## src/rtl/pc_unit.sv

```systemverilog
// Program counter feeding the instruction ROM: next-PC select, target range check, boot/halt/trap sequencing, retire count.
// New PC appears one edge after selection; PCWre=0 stalls (PC and count held); reset is asynchronous and immediate.
module pc_unit #(
  parameter logic [31:0] RESET_PC    = 32'h0000_0000,
  parameter int unsigned ROM_BYTES   = 256,
  parameter int unsigned BOOT_CYCLES = 1
) (
  input  logic        CLK,
  input  logic        RST,
  input  logic        PCWre,
  input  logic [1:0]  PCSrc,
  input  logic [31:0] Imm,
  input  logic [31:0] RegAddr,
  input  logic [25:0] JumpAddr,
  input  logic        Halt,
  output logic [31:0] PC,
  output logic [31:0] PC4,
  output logic        Running,
  output logic        Trap,
  output logic [31:0] InstCount
);

  localparam int unsigned BW        = (BOOT_CYCLES > 1) ? $clog2(BOOT_CYCLES) : 1;
  localparam logic [BW-1:0] BOOT_LAST = BW'(BOOT_CYCLES - 1);
  localparam logic [31:0] PC_MAX    = 32'(ROM_BYTES - 4);

  typedef enum logic [1:0] {
    S_BOOT   = 2'd0,
    S_RUN    = 2'd1,
    S_HALTED = 2'd2,
    S_TRAP   = 2'd3
  } state_t;

  state_t        r_state;
  state_t        w_state_nxt;
  logic [31:0]   r_pc;
  logic [31:0]   w_pc_nxt;
  logic [31:0]   r_cnt;
  logic [31:0]   w_cnt_nxt;
  logic [BW-1:0] r_boot_cnt;
  logic [BW-1:0] w_boot_cnt_nxt;
  logic          r_running;
  logic          r_trap;

  logic [31:0]   w_pc4;
  logic [31:0]   w_branch;
  logic [31:0]   w_jump;
  logic [31:0]   w_target;
  logic          w_target_ok;

  assign w_pc4    = r_pc + 32'd4;
  assign w_branch = w_pc4 + (Imm << 2);
  assign w_jump   = {w_pc4[31:28], JumpAddr, 2'b00};

  always_comb begin
    w_target = w_pc4;
    case (PCSrc)
      2'b00:   w_target = w_pc4;
      2'b01:   w_target = w_branch;
      2'b10:   w_target = RegAddr;
      2'b11:   w_target = w_jump;
      default: w_target = w_pc4;
    endcase
  end

  // Unsigned compare: wrapped or huge targets fall outside the ROM and trap.
  assign w_target_ok = (w_target[1:0] == 2'b00) && (w_target <= PC_MAX);

  always_comb begin
    w_state_nxt    = r_state;
    w_pc_nxt       = r_pc;
    w_cnt_nxt      = r_cnt;
    w_boot_cnt_nxt = r_boot_cnt;
    case (r_state)
      S_BOOT: begin
        if (r_boot_cnt == BOOT_LAST) begin
          w_state_nxt = S_RUN;
        end else begin
          w_boot_cnt_nxt = r_boot_cnt + BW'(1);
        end
      end
      S_RUN: begin
        if (PCWre) begin
          if (Halt) begin
            w_state_nxt = S_HALTED;
            w_cnt_nxt   = r_cnt + 32'd1;
          end else if (w_target_ok) begin
            w_pc_nxt  = w_target;
            w_cnt_nxt = r_cnt + 32'd1;
          end else begin
            w_state_nxt = S_TRAP;
          end
        end
      end
      S_HALTED: w_state_nxt = S_HALTED;
      S_TRAP:   w_state_nxt = S_TRAP;
      default:  w_state_nxt = r_state;
    endcase
  end

  always_ff @(posedge CLK or negedge RST) begin
    if (!RST) begin
      r_state    <= S_BOOT;
      r_pc       <= RESET_PC;
      r_cnt      <= 32'd0;
      r_boot_cnt <= '0;
      r_running  <= 1'b0;
      r_trap     <= 1'b0;
    end else begin
      r_state    <= w_state_nxt;
      r_pc       <= w_pc_nxt;
      r_cnt      <= w_cnt_nxt;
      r_boot_cnt <= w_boot_cnt_nxt;
      r_running  <= (w_state_nxt == S_RUN);
      r_trap     <= (w_state_nxt == S_TRAP);
    end
  end

  assign PC        = r_pc;
  assign PC4       = w_pc4;
  assign Running   = r_running;
  assign Trap      = r_trap;
  assign InstCount = r_cnt;

endmodule
```

## config.mk

```make
export PLATFORM = sky130hd
export DESIGN_NAME = pc_unit
export DESIGN_NICKNAME = d
export VERILOG_FILES = /design/src/rtl/pc_unit.sv
export SDC_FILE = /design/constraint.sdc
export NUM_CORES = 1
export LEC_CHECK = 0
export CAP_MARGIN = 20
export CORE_ASPECT_RATIO = 1.5
export CORE_MARGIN = 4
export CORE_UTILIZATION = 47
export DETAILED_ROUTE_END_ITERATION = 7
export PLACE_DENSITY = 0.93
export SKIP_CTS_REPAIR_TIMING = 1
export SLEW_MARGIN = 25
export SYNTH_ARGS = -nofsm -noshare
export SYNTH_HDL_FRONTEND = slang
export SYNTH_SLANG_ARGS = --single-unit
```

## constraint.sdc

```tcl
create_clock -name CLK -period 5.17 [get_ports CLK]
set_input_delay 1.2925 -clock CLK [delete_from_list [all_inputs] [get_ports CLK]]
set_output_delay 1.2925 -clock CLK [all_outputs]
set_load 0.005 [all_outputs]
```

# Word-level counts from Yosys, hierarchy flattened

Index checks and enable logic that the tools add are counted.

Add/subtract/negate cells: 4
Order comparisons: 1
Equal/unequal tests: 8
Mux-type cells: 9
Bitwise gates (word level): 1
Reduce and logical (&&, ||, !) cells: 7

Operators by type and width:

| cell                                                            | count |
|---|---|
| one-hot mux 32 bit (4 select lines)                             | 1 |
| two-way mux 32 bit                                              | 2 |
| adder 32 x 1 -> 32 bit, second input constant                   | 1 |
| adder 32 x 3 -> 32 bit, second input constant                   | 1 |
| adder 32 bit                                                    | 1 |
| less-or-equal comparator 32 x 8 -> 1 bit, second input constant | 1 |
| == test 2 bit, second input constant                            | 5 |
| two-way mux 2 bit                                               | 4 |
| one-hot mux 2 bit (4 select lines)                              | 1 |
| == test 2 x 1 -> 1 bit, second input constant                   | 3 |
| logical NOT 2 bit                                               | 3 |
| AND reduction 4 bit                                             | 1 |
| AND reduction 3 bit                                             | 1 |
| nonzero test 2 bit                                              | 1 |
| adder 1 bit, second input constant                              | 1 |
| logical AND 1 bit                                               | 1 |
| two-way mux 1 bit                                               | 1 |
| NOT 1 bit                                                       | 1 |

Flip-flop bits (word level): 69
Bits of input ports: 96
Output and inout bits: 98

# Depth between registers and ports, before layout

Gate-level depths: netlist of run 1.

Word-level depth: 10
Mapped depth: 19
Gate-level depth less buffers: 17

# Worst setup path after synthesis of run 1

Ideal clock, no wire load.

Path kind: reg2reg
From: register r_pc[17] (netlist: PC[17])
To: register r_pc[7] (netlist: PC[7])
Arrival time: 4.403 ns
Setup slack: 0.640 ns
Cell stages (with the launch flop): 18
Path through: dfrtp_1 -> nand4_1 -> nor4_1 -> nand3_1 -> xnor2_1 -> ha_1 -> a21o_1 -> o21bai_1 -> a2111oi_0 -> nor3_1 -> a211oi_1 -> xor2_1 -> o211ai_1 -> o311ai_2 -> nand4b_1 -> nand2b_1 -> buf_2 -> mux2_1

Cells in the longest elaborated chain, start to end: 6

Ends and longest elaborated chain:

| item                                         | RTL line | text |
|---|---|---|
| start, declared                              | 36       | `logic [31:0] r_pc;` |
| start signal, assigned                       | 111      | `r_pc <= w_pc_nxt;` |
| adder 32 x 3 -> 32 bit (*)                   | 51       | `assign w_pc4 = r_pc + 32'd4;` |
| net PC4[24]                                  | 17       | `output logic [31:0] PC4,` |
| adder 32 bit                                 | 52       | `assign w_branch = w_pc4 + (Imm << 2);` |
| one-hot mux 32 bit (4 select lines) (*)      | 57       | `case (PCSrc)` |
| less-or-equal comparator 32 x 8 -> 1 bit (*) | 67       | `assign w_target_ok = (w_target[1:0] == 2'b00) && (w_target <= PC_MAX);` |
| logical AND 1 bit (*)                        | 67       |  |
| AND reduction 4 bit (no source line) (*)     | -        |  |

Mark *: on every way through the listed nets, which the timed path passes. The rest lies on a longest branch.
A chain may end at the register's enable or synchronous reset.

# Final worst setup path of run 1

From: input Imm[0]
To: register r_pc[5] (netlist: PC[5])

Cells in the longest elaborated chain, start to end: 5

Ends and longest elaborated chain:

| item                                     | RTL line | text |
|---|---|---|
| start, declared                          | 12       | `input logic [31:0] Imm,` |
| adder 32 bit (*)                         | 52       |  |
| one-hot mux 32 bit (4 select lines) (*)  | 57       |  |
| less-or-equal comparator 32 x 8 -> 1 bit | 67       |  |
| logical AND 1 bit                        | 67       |  |
| AND reduction 4 bit (no source line)     | -        |  |

Mark *: on every way between the ends. The rest lies on a longest branch, timed or not.

==> results.py, run 1 <==
metrics = {
    "global_route": {
        "grt.overflow.total": 0,
        "track_usage": 0.296,
        "antenna_found_initial": 0,
        "grt_pass1_vias": 6893,
        "grt_first_pass_wirelength_um": 34300,
        "grt_max_degree": 42,
    },
    "drt": {
        "wl_um": 22500,
        "ant_nets": 0,
        "routedWlPerCell_um": 20.6,
        "drtIter0Drc": 480,
        "vias_per_cell": 6.17,
        "drc_errors": 0,
        "firstDrtPassIters": 5,
        "vias": 6718,
    },
    "critical_path": {
        "critPathTopFamily": "buffers and inverters",
        "cp.depth": 18,
        "cp-startpoint": "Imm[0]",
        "path_cells": "clkdlybuf4s50_1 > ha_1 > inv_1 > fa_1 > nand2b_1 > a21oi_4 > o21ai_1 > buf_4 > nand4_1 > o2111ai_1 > o41ai_2 > o31ai_1 > nor4_1 > buf_4 > nand4b_1 > nand2b_1 > buf_12 > mux2_1",
        "critPathLaunchType": "input pin",
        "max_stage_delay_ns": 0.49,
        "cp_slowest_cell": "clkdlybuf4s50_1",
        "worstPathMaxFanout": 15,
        "endpoint": "PC[5]$_DFFE_PN0P_",
        "rrSetupSlack_ns": 0.09,
        "crit_buf_inv": 5,
        "critPathCaptureType": "register",
        "reg2regPathDepth": 17,
        "r2r_start": "PC[8]$_DFFE_PN0P_",
        "cp.arrival_ns": 5.28,
        "critPathRequiredTime_ns": 5.36,
        "r2r-end": "PC[5]$_DFFE_PN0P_",
        "crit_type": "in -> reg",
    },
    "logic_synthesis": {
        "synth-seq-cells": 68,
        "ys_seq_area_frac": 0.289,
        "synth_edf_count": 0,
        "synth_top_area_share": 0.289,
        "synth_ff_type": "dfrtp_1",
        "syn_area_per_cell_um2": 8.59,
        "synth_area_um2": 5880,
        "synth_cells": 685,
        "synthTopCellsByArea": "dfrtp_1 29%, ha_1 7.4%, xor2_1 6.3%, xnor2_1 4.6%, nand2_1 4.1%",
        "ys_types": 73,
        "netlist.top_cell.by_area": "dfrtp_1",
        "async_flop_share": 1.00,
        "ys_warn_count": 0,
        "synth_nets": 817,
    },
    "worst_hold_path": {
        "worstHoldStart": "InstCount[31]$_DFFE_PN0P_",
        "holdCritPathClass": "reg -> reg",
    },
    "clock_network": {
        "root_buffer": "clkbuf_16",
        "h-tree-depth": 3,
        "cts.sinks": 68,
        "cts_tree": "done",
        "cts_made_buffers": 9,
        "cts.clk_slew.worst_paths_ns": 0.05,
        "clock_latency_ns": 0.32,
        "clk_path_buf_depth": 2,
    },
    "sta": {
        "layout_setup_ws_ns": 0.0802,
        "skew_ns": 0.00686,
        "maxSlewHeadroom": 0.506,
        "hold_violations": 0,
        "holdWs_ns": 0.484,
        "slew_viol_final": 0,
        "setup-violations-final": 0,
        "finalCritPeriodShare": 0.984,
        "period_needed_ns": 5.09,
        "tightestPinTransition_ns": 0.736,
        "fmax_mhz": 196,
    },
    "pwr": {
        "ir_drop_v": 0.000233,
        "powerDensity_nw_per_um2": 159,
        "leakage_nw": 3.94,
    },
    "layout": {
        "fin_cells": 1088,
        "n_antenna_cell": 0,
        "n_fill_cell": 895,
        "final_util": 0.729,
        "layout.nets": 1062,
        "drive_gt1_frac": 0.142,
        "area_growth_pct": 50.4,
    },
    "placement": {
        "dp_hpwl_um": 17800,
        "placed_cells": 1069,
        "port-buffer-count": 191,
        "gp_congestion": 1.08,
        "place_ws_ns": -0.371,
    },
    "die": {
        "start_util": 0.485,
        "core_um2": 12100,
        "rows": 49,
        "die-area_um2": 14400,
        "io_pins": 194,
        "die_x_um": 99.4,
        "die_height_um": 145,
    },
    "run_status": {
        "status": "completed",
    },
    "job": {
        "cap_violations": 0,
    },
}
layout by cell type (no fill, tap or decap), types with 28 or more instances in the layout:
| cell | count |
|---|---|
| clkdlybuf4s50_1 | 190 |
| buf_4 | 68 |
| dfrtp_1 | 67 |
| nand2_1 | 64 |
| a21oi_1 | 44 |
| xor2_1 | 42 |
| nor2_1 | 38 |
| nor3_1 | 34 |
| ha_1 | 34 |
| xnor2_1 | 28 |
| and2_1 | 28 |
flip-flops by register name (all words and copies together) (netlist names):
name	count
InstCount	32
PC	32
Running	1
Trap	1
r_state	2
routing by layer:
metal	track usage	share of wire	vias up
li1	-	-	3049
met1	0.307	0.33	3093
met2	0.527	0.50	436
met3	0.0610	0.095	140
met4	0.193	0.074	0
met5	0	0	-
worst reg2reg max path, delay by kind of cell, from the launching register on:
kind | cells | cell delay (ns)
flops | 1 | 0.50
xor+xnor | 2 | 0.68
fa+ha+maj | 1 | 0.38
buf+inv | 2 | 0.38
simple gates | 7 | 1.72
mux | 1 | 0.32
compound gates | 4 | 1.00
cells by family (layout without fill, tap and decap cells):
logic type                 after synthesis  after routing  synth area share
and+or+nand+nor                        295            295             0.278
AOI/OAI and AO/OA                      157            157             0.176
xor gates and xnor gates                74             74             0.111
DFF                                     68             68             0.289
buffers and inverters                   41            291            0.0291
adders and majority gates               36             36            0.0778
muxes                                   14             14            0.0381
layout make-up:
class / instances / area [um^2] / area share
multi-input combinational: 576 / 4120 / 0.465
timing repair buffer: 262 / 2480 / 0.280
sequential: 68 / 1700 / 0.192
clock buffer: 13 / 270 / 0.0305
tap: 153 / 191 / 0.0216
inverter: 13 / 48.8 / 0.00551
clock inverter: 3 / 43.8 / 0.00495
synthesized netlist by cell type (4+ instances only):
cell type	count
and2_1	28
o21a_1	5
nor3_1	34
clkbuf_1	20
mux4_2	6
o21bai_1	4
o221ai_1	4
mux2_1	6
xor2_1	42
nor2_1	39
a21o_1	9
or3_1	8
o2111ai_1	4
xnor2_1	31
a21oi_1	45
nand2_1	64
nor4_1	15
nor3b_1	6
nand3_1	22
dfrtp_1	68
and3_1	14
nand4_1	19
a31oi_1	7
ha_1	35
or2_2	8
a211oi_1	8
o211ai_1	6
inv_1	13
nand2b_1	8
o21ai_0	28
o31ai_1	5
and4_1	6
nor2b_1	4
worst min-delay path by stage:
stage	slack (ns)	to	cells past startpoint
final	0.48	InstCount[31]$_DFFE_PN0P_	1
after global routing	0.50	InstCount[31]$_DFFE_PN0P_	1
after CTS	0.48	InstCount[31]$_DFFE_PN0P_	1
after detailed placement	0.47	InstCount[9]$_DFFE_PN0P_	1
after global placement	0.46	InstCount[31]$_DFFE_PN0P_	1
after floorplan	0.46	InstCount[31]$_DFFE_PN0P_	1
report_power, final:
group	leakage (nW)	internal (W)	switching, W	total [W]
Combinational	2.86	0.000131	0.000113	0.000244
Sequential	0.923	0.000537	0.00000411	0.000541
Clock	0.156	0.000413	0.000207	0.000620
Total	3.94	0.00108	0.000324	0.00141
through the flow:
step | cell area, um^2 | power (W) | TNS [ns]
3_3_place_gp | 8410 | 0.000780 | -6.08
3_5_place_dp | 8410 | 0.000786 | -14.11
6_report | 8850 | 0.00141 | 0
4_1_cts | 8730 | 0.00141 | -0.307
2_1_floorplan | 5880 | 0.000649 | 0
5_1_grt | 8850 | 0.00146 | -0.762
Power figures use the tool's default switching activity.
==> run 2: changes to the inputs <==
--- a/config.mk
+++ b/config.mk
@@ -5,12 +5,13 @@
 export SDC_FILE = /design/constraint.sdc
 export NUM_CORES = 1
 export LEC_CHECK = 0
+export ABC_AREA = 1
 export CAP_MARGIN = 20
 export CORE_ASPECT_RATIO = 1.5
 export CORE_MARGIN = 4
-export CORE_UTILIZATION = 47
+export CORE_UTILIZATION = 51
 export DETAILED_ROUTE_END_ITERATION = 7
-export PLACE_DENSITY = 0.93
+export PLACE_DENSITY = 0.94
 export SKIP_CTS_REPAIR_TIMING = 1
 export SLEW_MARGIN = 25
 export SYNTH_ARGS = -nofsm -noshare
==> run 2 against run 1 <==
  * Area after synthesis is 28% higher
  * Clock skew hardly changed
  * Via count grew 38%
  * Critical endpoint is now PC[11]$_DFFE_PN0P_
  * Cell area increased by 13%
  * Synthesized cell count increased by 91%
  * Routed wire length is 43% higher
  * Clock power rose by 8.9%
==> results.py, run 2 <==
metrics = {
    "sta": {
        "finalCritPeriodShare": 0.912,
        "period_needed_ns": 4.71,
        "setup-violations-final": 0,
        "grt_setup_unrepaired": "no",
        "maxSlewHeadroom": 0.489,
        "skew_ns": 0.00685,
        "finalSetupTns_ns": 0,
        "hold_violations": 0,
        "fmax_mhz": 212,
        "tightestPinTransition_ns": 0.759,
        "slew_viol_final": 0,
        "holdWs_ns": 0.507,
        "layout_setup_ws_ns": 0.455,
    },
    "job": {
        "cap_violations": 0,
    },
    "layout": {
        "drive_gt1_frac": 0.0411,
        "n_fill_cell": 1326,
        "fin_cells": 1703,
        "layout_common_cells": "488 x nand2_1, 214 x inv_1, 190 x clkdlybuf4s50_1",
        "layout.nets": 1634,
        "n_antenna_cell": 0,
        "final_common_cell": "nand2_1",
        "area_growth_pct": 32.8,
    },
    "logic_synthesis": {
        "synth_ff_type": "dfrtp_1",
        "syn_area_per_cell_um2": 5.78,
        "ys_types": 37,
        "synth_cells": 1307,
        "ys_seq_area_frac": 0.225,
        "synth_edf_count": 0,
        "async_flop_share": 1.00,
        "synth_common_cells": "488 x nand2_1, 214 x inv_1, 152 x nor2_1",
        "netlist.top_cell.by_area": "nand2_1",
        "synth_most_common_cell": "nand2_1",
        "synth_area_um2": 7560,
        "ys_warn_count": 0,
        "synth_top_area_share": 0.242,
        "synthTopCellsByArea": "nand2_1 24%, dfrtp_1 23%, inv_1 11%, nor2_1 7.6%, nand3_1 7.3%",
        "synth-seq-cells": 68,
        "synth_nets": 1439,
    },
    "critical_path": {
        "r2r-end": "PC[11]$_DFFE_PN0P_",
        "critPathRequiredTime_ns": 5.39,
        "cp.arrival_ns": 4.94,
        "critPathCaptureType": "register",
        "worstPathMaxFanout": 24,
        "critPathLaunchType": "register",
        "rrSetupSlack_ns": 0.46,
        "crit_top_cell": "nand2_1",
        "reg2regPathDepth": 26,
        "max_stage_delay_ns": 0.45,
        "cp-startpoint": "PC[2]$_DFFE_PN0P_",
        "r2r_start": "PC[2]$_DFFE_PN0P_",
        "endpoint": "PC[11]$_DFFE_PN0P_",
        "crit_type": "reg -> reg",
        "cp_slowest_cell": "ha_1",
    },
    "global_route": {
        "grt_max_degree": 38,
        "grt_first_pass_wirelength_um": 49000,
        "antenna_found_initial": 0,
        "track_usage": 0.379,
        "grt_pass1_vias": 9372,
        "grt.overflow.total": 0,
    },
    "clock_network": {
        "h-tree-depth": 3,
        "clock_latency_ns": 0.34,
        "cts_tree": "done",
        "root_buffer": "clkbuf_16",
        "cts_made_buffers": 9,
        "cts.sinks": 68,
        "cts.clk_slew.worst_paths_ns": 0.06,
        "clk_path_buf_depth": 2,
    },
    "drt": {
        "vias": 9260,
        "drc_errors": 0,
        "drtIter0Drc": 500,
        "routedWlPerCell_um": 18.8,
        "vias_per_cell": 5.44,
        "wl_um": 32100,
        "ant_nets": 0,
        "firstDrtPassIters": 7,
    },
    "die": {
        "io_pins": 194,
        "core_um2": 14500,
        "die_height_um": 157,
        "start_util": 0.520,
        "rows": 54,
        "die_x_um": 107,
        "die-area_um2": 16900,
    },
    "placement": {
        "port-buffer-count": 191,
        "dp_hpwl_um": 26500,
        "placed_cells": 1687,
        "gp_congestion": 1.02,
        "place_ws_ns": 0.259,
    },
    "worst_hold_path": {
        "holdCritPathClass": "reg -> reg",
    },
    "run_status": {
        "status": "completed",
    },
    "pwr": {
        "finalPower_w": 0.00155,
        "powerDensity_nw_per_um2": 154,
        "leakage_nw": 5.44,
        "ir_drop_v": 0.000322,
    },
}
-- run 2: changes by cell type in the layout (fill, tap and decap cells not counted), moves of 20 or more --
cell,delta
nor2_1,+112
inv_1,+201
xnor2_1,-20
and2_1,-25
nand3_1,+88
buf_4,-51
nand2_1,+424
-- run 2: kinds of logic after synthesis --
kind of cell             Yosys count  share of synthesized area
AND/OR/NAND/NOR                  840                      0.472
buffers and inverters            244                      0.131
AO/OA/AOI/OAI                     74                     0.0596
flip-flops                        68                      0.225
XOR/XNOR                          45                     0.0522
adder cells (fa/ha/maj)           36                     0.0606
-- run 2: layout make-up --
type / count / area (um^2) / area share
Clock inverter: 7 / 100 / 0.00997
Tap cell: 196 / 245 / 0.0244
Timing Repair Buffer: 210 / 2070 / 0.207
Inverter: 218 / 818 / 0.0815
Sequential cell: 68 / 1700 / 0.170
Clock buffer: 9 / 225 / 0.0224
Multi-Input combinational cell: 995 / 4870 / 0.485
-- run 2: metal layers --
| layer | GRT usage | vias up | share of wire |
|---|---|---|---|
| met3 | 0.0529 | 135 | 0.062 |
| li1 | - | 4465 | - |
| met4 | 0.275 | 0 | 0.085 |
| met1 | 0.379 | 4218 | 0.34 |
| met5 | 0 | - | 0 |
| met2 | 0.705 | 442 | 0.51 |
-- run 2: worst min-delay path by stage --
stage | startpoint | to | slack (ns) | cells after the start
finish | InstCount[30]$_DFFE_PN0P_ | InstCount[30]$_DFFE_PN0P_ | 0.51 | 2
global route | InstCount[30]$_DFFE_PN0P_ | InstCount[30]$_DFFE_PN0P_ | 0.56 | 2
CTS | InstCount[30]$_DFFE_PN0P_ | InstCount[30]$_DFFE_PN0P_ | 0.51 | 2
detailed placement | InstCount[30]$_DFFE_PN0P_ | InstCount[30]$_DFFE_PN0P_ | 0.50 | 2
global placement | InstCount[30]$_DFFE_PN0P_ | InstCount[30]$_DFFE_PN0P_ | 0.49 | 2
floorplan | InstCount[30]$_DFFE_PN0P_ | InstCount[30]$_DFFE_PN0P_ | 0.49 | 2
-- run 2: critical path, delay by kind of cell, from the launching register on --
kind	cells	cell delay [ns]
DFF	1	0.42
and+or+nand+nor	20	2.66
AOI/OAI and AO/OA	1	0.29
buffers and inverters	3	0.41
adders and majority gates	2	0.80
-- run 2: where the power goes --
part | switching (W) | internal, W
registers | 0 | 0.000532
clock network | 0.000250 | 0.000425
logic | 0.000196 | 0.000144
total | 0.000446 | 0.00110
-- run 2: metrics by stage --
stage                     instance area (um^2)   util
after floorplan                           7560      -
after global placement                    9710  0.668
after detailed placement                  9710  0.668
after CTS                                10000  0.691
after global routing                     10000  0.691
final                                    10000  0.691
